## config.mk

```make
export PLATFORM = sky130hd
export DESIGN_NAME = interrupt_ctrl_flat
export DESIGN_NICKNAME = d
export VERILOG_FILES = /design/src/rtl/interrupt_ctrl_pkg.sv /design/src/rtl/interrupt_ctrl_if.sv /design/src/rtl/interrupt_ctrl.sv /design/src/flat_wrapper.sv
export SDC_FILE = /design/constraint.sdc
export NUM_CORES = 1
export LEC_CHECK = 0
export CORE_MARGIN = 2
export CORE_UTILIZATION = 25
export CTS_CLUSTER_DIAMETER = 200
export DETAILED_ROUTE_END_ITERATION = 12
export SKIP_CTS_REPAIR_TIMING = 1
export SLEW_MARGIN = 20
export SYNTH_ARGS = -nofsm -noshare
export SYNTH_HDL_FRONTEND = slang
export SYNTH_SLANG_ARGS = --single-unit
```

## constraint.sdc

```tcl
create_clock -name clk -period 2.2 [get_ports clk]
set_clock_uncertainty 0.05 [all_clocks]
set_input_delay 0.33 -clock clk [delete_from_list [all_inputs] [get_ports clk]]
set_output_delay 0.33 -clock clk [all_outputs]
set_load 0.01 [all_outputs]
```

## src/rtl/interrupt_ctrl_pkg.sv

```systemverilog
// Shared constants and types for the machine-mode interrupt controller.
package interrupt_ctrl_pkg;

    // CSR addresses
    localparam logic [11:0] CSR_MSTATUS = 12'h300;
    localparam logic [11:0] CSR_MIE     = 12'h304;
    localparam logic [11:0] CSR_MTVEC   = 12'h305;
    localparam logic [11:0] CSR_MEPC    = 12'h341;
    localparam logic [11:0] CSR_MIP     = 12'h344;

    // mstatus bit positions
    localparam int MSTATUS_MIE    = 3;
    localparam int MSTATUS_MPIE   = 7;
    localparam int MSTATUS_MPP_LO = 11;

    // mie / mip bit positions (shared layout)
    localparam int MIP_MTIP = 7;
    localparam int MIP_MEIP = 11;

    // Sleep state machine
    typedef enum logic {
        RUN   = 1'b0,
        SLEEP = 1'b1
    } state_e;

endpackage

```

## src/rtl/interrupt_ctrl_if.sv

```systemverilog
// CSR access bus between the pipeline (master) and the interrupt controller (slave).
interface interrupt_ctrl_if;
    logic        CSR_we;
    logic [11:0] CSR_addr;
    logic [31:0] CSR_wdata;
    logic [31:0] CSR_rdata;

    modport master (output CSR_we, output CSR_addr, output CSR_wdata, input CSR_rdata);
    modport slave  (input CSR_we, input CSR_addr, input CSR_wdata, output CSR_rdata);
endinterface

```

## src/rtl/interrupt_ctrl.sv

```systemverilog
// Machine-mode interrupt controller: mstatus/mie/mip/mtvec/mepc CSRs,
// trap entry/MRET sequencing and a WFI sleep state machine.
module interrupt_ctrl
    import interrupt_ctrl_pkg::*;
#(
    parameter logic [31:0] MTVEC_BASE = 32'h0001_0000
) (
    input  logic                    clk,
    input  logic                    rst,
    input  logic                    AXI_Stall,
    input  logic                    Ext_Irq,
    input  logic                    Timer_Irq,
    input  logic [31:0]             ID_PC,
    input  logic                    ID_WFI,
    input  logic                    MEM_MRET,
    interrupt_ctrl_if.slave         csr_bus,
    output logic                    ID_Interrupt_Confirm,
    output logic                    ID_Interrupt_Confirm_Timer,
    output logic [31:0]             Trap_PC,
    output logic                    WFI_Stall
);

    logic        r_mstatus_mie;
    logic        r_mstatus_mpie;
    logic        r_mie_mtie;
    logic        r_mie_meie;
    logic [31:0] r_mepc;
    state_e      r_state;
    state_e      w_state_next;

    logic        w_pending;
    logic        w_can_take;
    logic        w_ext_take;
    logic        w_timer_take;
    logic        w_trap;
    logic [31:0] w_mepc;
    logic [31:0] w_mstatus;
    logic [31:0] w_mie;
    logic [31:0] w_mip;

    // mepc is stored whole; the low two bits are masked on every use.
    assign w_mepc = r_mepc & 32'hFFFF_FFFC;

    // Enabled-and-pending set, independent of the global MIE bit (used for wake).
    assign w_pending = (r_mie_mtie & Timer_Irq) | (r_mie_meie & Ext_Irq);

    // Traps are only taken while running, out of reset, unstalled and not during MRET.
    assign w_can_take   = rst & (r_state == RUN) & r_mstatus_mie & ~MEM_MRET & ~AXI_Stall;
    assign w_ext_take   = w_can_take & r_mie_meie & Ext_Irq;
    assign w_timer_take = w_can_take & r_mie_mtie & Timer_Irq & ~w_ext_take;
    assign w_trap       = w_ext_take | w_timer_take;

    // Drive trap outputs and the redirect target.
    always_comb begin
        ID_Interrupt_Confirm       = w_ext_take;
        ID_Interrupt_Confirm_Timer = w_timer_take;
        Trap_PC                    = MTVEC_BASE;
        if (rst && MEM_MRET) begin
            Trap_PC = w_mepc;
        end
        WFI_Stall = rst & (r_state == SLEEP);
    end

    // Assemble CSR read values and select by address.
    always_comb begin
        w_mstatus                     = 32'h0;
        w_mstatus[MSTATUS_MIE]        = r_mstatus_mie;
        w_mstatus[MSTATUS_MPIE]       = r_mstatus_mpie;
        w_mstatus[MSTATUS_MPP_LO]     = 1'b1;
        w_mstatus[MSTATUS_MPP_LO + 1] = 1'b1;
        w_mie                         = 32'h0;
        w_mie[MIP_MTIP]               = r_mie_mtie;
        w_mie[MIP_MEIP]               = r_mie_meie;
        w_mip                         = 32'h0;
        w_mip[MIP_MTIP]               = Timer_Irq;
        w_mip[MIP_MEIP]               = Ext_Irq;
        case (csr_bus.CSR_addr)
            CSR_MSTATUS: csr_bus.CSR_rdata = w_mstatus;
            CSR_MIE:     csr_bus.CSR_rdata = w_mie;
            CSR_MIP:     csr_bus.CSR_rdata = w_mip;
            CSR_MTVEC:   csr_bus.CSR_rdata = MTVEC_BASE;
            CSR_MEPC:    csr_bus.CSR_rdata = w_mepc;
            default:     csr_bus.CSR_rdata = 32'h0;
        endcase
    end

    // CSR file: trap entry and MRET override software writes to mstatus/mepc.
    always_ff @(posedge clk) begin
        if (!rst) begin
            r_mstatus_mie  <= 1'b0;
            r_mstatus_mpie <= 1'b0;
            r_mie_mtie     <= 1'b0;
            r_mie_meie     <= 1'b0;
            r_mepc         <= 32'h0;
        end else if (!AXI_Stall) begin
            if (csr_bus.CSR_we && csr_bus.CSR_addr == CSR_MIE) begin
                r_mie_mtie <= csr_bus.CSR_wdata[MIP_MTIP];
                r_mie_meie <= csr_bus.CSR_wdata[MIP_MEIP];
            end
            if (w_trap) begin
                r_mepc         <= ID_PC;
                r_mstatus_mpie <= r_mstatus_mie;
                r_mstatus_mie  <= 1'b0;
            end else if (MEM_MRET) begin
                r_mstatus_mie  <= r_mstatus_mpie;
                r_mstatus_mpie <= 1'b1;
            end else if (csr_bus.CSR_we) begin
                if (csr_bus.CSR_addr == CSR_MSTATUS) begin
                    r_mstatus_mie  <= csr_bus.CSR_wdata[MSTATUS_MIE];
                    r_mstatus_mpie <= csr_bus.CSR_wdata[MSTATUS_MPIE];
                end
                if (csr_bus.CSR_addr == CSR_MEPC) begin
                    r_mepc <= csr_bus.CSR_wdata;
                end
            end
        end
    end

    // Sleep FSM state register; frozen while the bus stalls the pipeline.
    always_ff @(posedge clk) begin
        if (!rst) begin
            r_state <= RUN;
        end else if (!AXI_Stall) begin
            r_state <= w_state_next;
        end
    end

    // Sleep FSM next state: WFI sleeps only with nothing pending; any pending wakes.
    always_comb begin
        w_state_next = r_state;
        case (r_state)
            RUN:     if (ID_WFI && !w_pending) w_state_next = SLEEP;
            SLEEP:   if (w_pending)            w_state_next = RUN;
            default: w_state_next = RUN;
        endcase
    end

endmodule

```

## src/flat_wrapper.sv

```systemverilog
// flat-port wrapper written by rule: the top's interface ports become plain ports
module interrupt_ctrl_flat import interrupt_ctrl_pkg::*;
#(
    parameter logic [31:0] MTVEC_BASE = 32'h0001_0000
)
  (clk, rst, AXI_Stall, Ext_Irq, Timer_Irq, ID_PC, ID_WFI, MEM_MRET, ID_Interrupt_Confirm, ID_Interrupt_Confirm_Timer, Trap_PC, WFI_Stall, csr_bus_CSR_we, csr_bus_CSR_addr, csr_bus_CSR_wdata, csr_bus_CSR_rdata);
  interrupt_ctrl_if csr_bus_i ();
  input  logic clk;
  input  logic rst;
  input  logic AXI_Stall;
  input  logic Ext_Irq;
  input  logic Timer_Irq;
  input  logic [31:0] ID_PC;
  input  logic ID_WFI;
  input  logic MEM_MRET;
  output logic ID_Interrupt_Confirm;
  output logic ID_Interrupt_Confirm_Timer;
  output logic [31:0] Trap_PC;
  output logic WFI_Stall;
  input wire logic [$bits(csr_bus_i.CSR_we)-1:0] csr_bus_CSR_we;
  input wire logic [$bits(csr_bus_i.CSR_addr)-1:0] csr_bus_CSR_addr;
  input wire logic [$bits(csr_bus_i.CSR_wdata)-1:0] csr_bus_CSR_wdata;
  output wire logic [$bits(csr_bus_i.CSR_rdata)-1:0] csr_bus_CSR_rdata;
  assign csr_bus_i.CSR_we = csr_bus_CSR_we;
  assign csr_bus_i.CSR_addr = csr_bus_CSR_addr;
  assign csr_bus_i.CSR_wdata = csr_bus_CSR_wdata;
  assign csr_bus_CSR_rdata = csr_bus_i.CSR_rdata;
  interrupt_ctrl #(.MTVEC_BASE(MTVEC_BASE)) u_core (.clk(clk), .rst(rst), .AXI_Stall(AXI_Stall), .Ext_Irq(Ext_Irq), .Timer_Irq(Timer_Irq), .ID_PC(ID_PC), .ID_WFI(ID_WFI), .MEM_MRET(MEM_MRET), .csr_bus(csr_bus_i), .ID_Interrupt_Confirm(ID_Interrupt_Confirm), .ID_Interrupt_Confirm_Timer(ID_Interrupt_Confirm_Timer), .Trap_PC(Trap_PC), .WFI_Stall(WFI_Stall));
endmodule
```

==> summary.txt, run 1 <==
Power and ir drop
  • Leakage: 2.16 nW
  • Peak VDD IR: 0.000165 V
  • Clk pwr share: 0.326
  • Sw Pwr: 0.343 mW
  • Comb power frac: 0.204
  • Sequential Power Share: 0.470
  • PwrDens: 302 nW/µm²
  • Cell Int Power: 1.02 mW
  • Sw Share: 0.252
  • Final total power: 1.36 mW

Global route
  • GR peak layer: met2
  • GR Layer Usage met2: 0.291
  • Via count of the first global-routing pass: 3014
  • Met1 usage: 0.203
  • First-pass GRT wire length: 15.0 mm
  • Initial antenna violation count: 0
  • Global route total overflow: 0
  • Met3 Track Usage GR: 0.0261
  • Total track usage: 0.162
  • Largest net degree at the start of global routing: 39

Logic synthesis
  • Mapped Area: 2640 µm²
  • Syn avg cell area: 7.74 µm²
  • Synth cell types: 45
  • Post-synthesis sequential area ratio: 0.265
  • Mapped Cells: 341
  • Synth Register Bits: 35
  • Synth Warn #: 0
  • Largest area contributor in the netlist: dfxtp_1
  • Yosys top cell area share: 0.265
  • Area contributors post-synth: dfxtp_1 (27%), o211ai_2 (9.5%), nand2_1 (9.4%)

Final layout
  • Final nets: 580
  • Area Overhead vs Synth: 70.7%
  • Share of cells above drive strength 1: 0.222
  • Antenna diode count: 0

Placement
  • DP HPWL: 6.80 mm
  • IO Port Bufs: 142
  • GPL Wtd Cong: 0.824

Clock tree
  • Clk buf depth: 2
  • Num CTS Buffers: 5
  • Clk pin slew, worst setup/hold paths: 0.07 ns
  • CTS tree: yes
  • Worst-skew pair later-pin latency: 0.29 ns
  • Root Driver: clkbuf_8
  • CTS H-tree lvls: 2
  • Clock sinks: 35

Die
  • DIE AREA: 11400 µm²
  • Initial core utilization: 0.257
  • Io pins: 151
  • FP Rows: 37
  • CORE AREA: 10300 µm²
  • Die X: 107 µm
  • Die Y: 107 µm

STA
  • Min cycle time layout: 2.14 ns
  • Final Hold Violating Endpoints: 0
  • Fin. max-slew vios: 0
  • Final setup fails: 0
  • Period utilization: 0.971
  • Fmax: 468 MHz
  • Hold slack: 0.376 ns

Status
  • Status: completed

Job
  • MaxCap Viol Count: 0

Setup path
  • CP Data Required Time: 1.82 ns
  • CP max stage cell: and4_4
  • CP endpoint kind: output pin
  • Critical R2R Launch: u_core.r_state$_SDFFE_PN0N_
  • CP Class: in -> out
  • Critical path data arrival time: 1.76 ns
  • Critical path startpoint: csr_bus_CSR_addr[7]
  • Register-to-Register Setup Slack: 0.39 ns
  • CP max stage delay: 0.30 ns
  • Sequence of cells on the critical path: dlymetal6s2s_1, buf_4, nor4b_4, and4_4, clkbuf_16, buf_4, and2_1, dlymetal6s2s_1
  • Setup crit start kind: input port
  • Critical Path Fanout Max: 7

Route
  • WL per Instance: 15.4 µm
  • Routed Antenna Nets: 0
  • # DRC: 0
  • Vias: 3051
  • Iteration-0 DRC Markers: 141
  • Vias/cell: 4.84
  • DR pass1 iterations: 4
  • Post-Route WL: 9.71 mm

Hold path
  • Worst Hold Class: in -> reg
  • Min-delay src: rst
cells in the final DEF, fill, tap and decap left out, types with 7 or more instances in the layout:
| cell type | netlist | final |
|---|---|---|
| and2_1 | 26 | 26 |
| and3_1 | 29 | 29 |
| buf_12 | 0 | 7 |
| buf_4 | 8 | 34 |
| clkbuf_2 | 1 | 20 |
| clkdlybuf4s50_1 | 0 | 96 |
| dfxtp_1 | 35 | 35 |
| dlymetal6s2s_1 | 0 | 22 |
| nand2_1 | 66 | 66 |
| nand3_1 | 33 | 33 |
| o211ai_1 | 9 | 9 |
| o211ai_2 | 20 | 20 |
| or4_1 | 21 | 21 |
| or4_4 | 7 | 7 |
power by group through the flow:
stage	logic (mW)	clock network, mW	registers, mW
after floorplan	0.0842	0	0.654
after global placement	0.275	0	0.655
after detailed placement	0.275	0	0.655
after CTS	0.276	0.462	0.640
after global routing	0.300	0.485	0.641
final	0.278	0.444	0.641
logic make-up (layout without fill, tap and decap cells):
kind of cell | Yosys count | in the layout | synth area share
buf+inv | 45 | 196 | 0.0853
other cells | 1 | 4 | 0.00142
simple gates | 208 | 208 | 0.457
flops | 35 | 35 | 0.265
mux | 6 | 6 | 0.0232
compound gates | 46 | 46 | 0.168
worst paths after layout:
| path | endpoint | cells after the start |
|---|---|---|
| setup / recovery | csr_bus_CSR_rdata[29] | 8 |
| hold / removal | u_core.r_mstatus_mpie$_SDFFE_PN0P_ | 3 |
| setup reg to reg | u_core.r_mepc[24]$_SDFFE_PN0P_ | 6 |
| hold reg to reg | u_core.r_mie_meie$_SDFFE_PN0P_ | 2 |
stage by stage:
| step | instances | utilization | setup WS, ns | instance area (µm²) | TNS [ns] |
|---|---|---|---|---|---|
| after floorplan | 344 | - | 0.377 | 2650 | 0 |
| after global placement | 616 | 0.426 | -0.506 | 4380 | -21.68 |
| after detailed placement | 616 | 0.426 | -0.553 | 4380 | -24.38 |
| after CTS | 622 | 0.433 | -0.564 | 4450 | -16.96 |
| after global routing | 631 | 0.439 | -0.0118 | 4510 | -0.0446 |
| final | 631 | 0.439 | 0.0631 | 4510 | 0 |
cell type report:
cell class                      count  area [µm²]
Clock buffer                        6        72.6
Fill cell                        1048        5770
Inverter                            5        18.8
Multi-Input combinational cell    264        1750
Sequential cell                    35         701
Tap cell                          136         170
Timing Repair Buffer              185        1790
critical path, delay by kind of cell:
family        cells  cell delay [ns]
buf+inv           5             0.71
simple gates      3             0.71
registers in the layout, indices dropped and copies added, names as in the netlist:
register,cells
u_core.r_mstatus_mpie,1
u_core.r_mie_meie,1
u_core.r_state,1
u_core.r_mstatus_mie,1
u_core.r_mie_mtie,1
u_core.r_mepc,30
synthesized netlist by cell type (all sizes together):
master	count
and4	2
nand4	3
buf	15
inv	5
and3	29
a31oi	1
nand3b	1
a211oi	2
nor4bb	1
nor3b	1
a21o	2
nand4b	1
nand3	33
o21ai	2
nor2	7
a22oi	1
clkbuf	25
nor3	6
nand2	66
a21oi	2
a22o	2
a211o	1
o311a	1
o2111ai	1
mux2i	5
dfxtp	35
o32ai	1
o31ai	1
mux2	1
or4	28
and2b	1
and4bb	1
nor4b	2
and2	26
conb	1
o211ai	29
metal layers:
layer | routed length, µm | vias up
met5 | 0 | -
met4 | 40 | 0
li1 | - | 1538
met1 | 4120 | 1410
met3 | 623 | 4
met2 | 4930 | 99
(Power assumes the default switching activity.)
==> inputs of run 2 (changes only) <==
CORE_UTILIZATION = 39   (was 25)
PLACE_DENSITY = 0.87   (was not set)
==> summary.txt, run 2 (synthesis results as in run 1) <==
Global route
  • Total track usage: 0.233 (+0.0710)
  • Largest net degree at the start of global routing: 68 (+74%)
  • Via count of the first global-routing pass: 3186 (+5.7%)
  • Global route total overflow: 0 (unchanged)
  • First-pass GRT wire length: 14.2 mm (-4.9%)
  • Initial antenna violation count: 0 (unchanged)

Clock tree
  • Num CTS Buffers: 5 (unchanged)
  • CTS H-tree lvls: 2 (unchanged)
  • Clk pin slew, worst setup/hold paths: 0.08 ns (about the same)
  • Worst-skew pair later-pin latency: 0.28 ns (about the same)
  • Clock sinks: 35 (unchanged)
  • Root Driver: clkbuf_8
  • CTS tree: yes
  • Clk buf depth: 2 (unchanged)

Status
  • Status: complete, but fails checks
  • Violated checks: negative setup slack

Route
  • Vias: 3206 (+5.1%)
  • Post-Route WL: 10.0 mm (+3.5%)
  • Iteration-0 DRC Markers: 149 (+5.7%)
  • # DRC: 0 (unchanged)
  • WL per Instance: 17.5 µm (+14%)
  • Routed Antenna Nets: 0 (unchanged)
  • DR pass1 iterations: 4 (unchanged)
  • Vias/cell: 5.60 (+16%)

Setup path
  • Critical Path Fanout Max: 4 (-3)
  • CP Data Required Time: 1.82 ns (about the same)
  • Register-to-Register Setup Slack: 0.38 ns (about the same)
  • Setup crit start kind: input port
  • CP max stage delay: 0.48 ns (+0.18 ns)
  • Top Family by Delay on Critical Path: buffers and inverters
  • Critical path data arrival time: 1.85 ns (+0.09 ns)
  • CP Class: in -> out
  • Buf/Inv on CP: 4 (-1)
  • Sequence of cells on the critical path: clkdlybuf4s50_1, nor2_4, nand4b_1, nor3_2, buf_4, buf_4, a21o_1, dlymetal6s2s_1
  • CP endpoint kind: output pin
  • Top cell by count, worst path: buf_4
  • CP max stage cell: clkdlybuf4s50_1

Final layout
  • Design area: 4600 µm² (+2.1%)
  • Biggest register: u_core.r_mepc
  • Share of cells above drive strength 1: 0.184 (-0.0384)
  • Final nets: 578 (-0.34%)
  • Area Overhead vs Synth: 74.3%
  • Most common cell after layout, fill and taps aside: clkdlybuf4s50_1
  • Fin cells: 573 (-9.2%)
  • # fillers: 503 (-52%)
  • Max reg flops: 30 (unchanged)
  • Most frequent cells in the layout: clkdlybuf4s50_1 (97), nand2_1 (66), dlymetal6s2s_1 (42)

Hold path
  • Worst Hold Class: reg -> reg

Die
  • Die Y: 86.3 µm (-19%)
  • Io pins: 151 (unchanged)
  • FP Rows: 29 (-22%)
  • Die X: 86.3 µm (-19%)
  • CORE AREA: 6460 µm² (-37%)
  • Initial core utilization: 0.409 (+0.152)
  • DIE AREA: 7440 µm² (-35%)

Power and ir drop
  • PwrDens: 313 nW/µm² (+3.4%)
  • Peak VDD IR: 0.000219 V (+33%)
  • Leakage: 2.52 nW (+17%)

Placement
  • Cells after DPL: 554 (-10%)
  • Placed Area: 4270 µm² (-2.5%)
  • GPL Wtd Cong: 0.844 (+2.4%)
  • IO Port Bufs: 142 (unchanged)
  • Pre-CTS setup slack: -0.551 ns (+0.00292 ns)
  • DP HPWL: 6.56 mm (-3.6%)

STA
  • Fmax: 448 MHz (-4.3%)
  • Period utilization: 1.01 (+0.0432)
  • Final setup fails: 3 (+3)
  • Final Hold Violating Endpoints: 0 (unchanged)
  • Setup ws final: -0.0319 ns (-0.0951 ns)
  • Hold slack: 0.446 ns (+0.0694 ns)
  • Fin. max-slew vios: 0 (unchanged)
  • Min cycle time layout: 2.23 ns (+0.0951 ns)

Job
  • MaxCap Viol Count: 0 (unchanged)
## run 2: cell count changes in the layout (fill, tap and decap cells not counted), moves of 2 or more
cell,change
buf_4,-4
clkbuf_8,+2
dlymetal6s2s_1,+20
clkbuf_2,-20
## run 2: worst paths after layout
kind                                startpoint                        endpoint  depth (start not counted)
max                       csr_bus_CSR_addr[11]           csr_bus_CSR_rdata[12]                          8
min             u_core.r_mie_mtie$_SDFFE_PN0P_  u_core.r_mie_mtie$_SDFFE_PN0P_                          2
max reg2reg  u_core.r_mstatus_mie$_SDFFE_PN0P_  u_core.r_mepc[21]$_SDFFE_PN0P_                          6
min reg2reg     u_core.r_mie_mtie$_SDFFE_PN0P_  u_core.r_mie_mtie$_SDFFE_PN0P_                          2
## run 2: layout make-up
| cell class | instances | area (µm²) | area share |
|---|---|---|---|
| repair buffers | 183 | 1920 | 0.417 |
| multi-input cells | 264 | 1760 | 0.383 |
| flip-flops and latches | 35 | 701 | 0.152 |
| clock buffers | 8 | 100 | 0.0218 |
| well taps | 77 | 96.3 | 0.0209 |
| inverters | 5 | 18.8 | 0.00408 |
| diodes | 1 | 2.50 | 0.000544 |
## run 2: report_power, final
group          switching, mW  internal, mW  leakage [nW]
Sequential           0.00405         0.636         0.282
Clock                  0.231         0.286        0.0515
Combinational          0.112         0.169          2.19
Total                  0.347          1.09          2.52
## run 2: through the flow
stage	utilization	total power [mW]	TNS [ns]
floorplan	-	0.738	0
global placement	0.661	0.918	-16.19
detailed placement	0.661	0.923	-18.28
CTS	0.677	1.44	-13.72
global route	0.712	1.49	-0.200
finish	0.713	1.44	-0.0503
## run 2: metal layers
layer | GRT usage | up-vias | share of wire
met5 | 0 | - | 0
met4 | 0.0696 | 0 | 0.022
met3 | 0.0400 | 20 | 0.068
met2 | 0.444 | 147 | 0.52
met1 | 0.264 | 1505 | 0.39
li1 | - | 1534 | -
## run 2: worst register-to-register path: stages (launching register included)
cell and delay, ns:
dfxtp_1 0.36, nor4b_4 0.15, buf_4 0.14, and4_2 0.27
buf_12 0.17, or4_1 0.50, o211ai_2 0.10
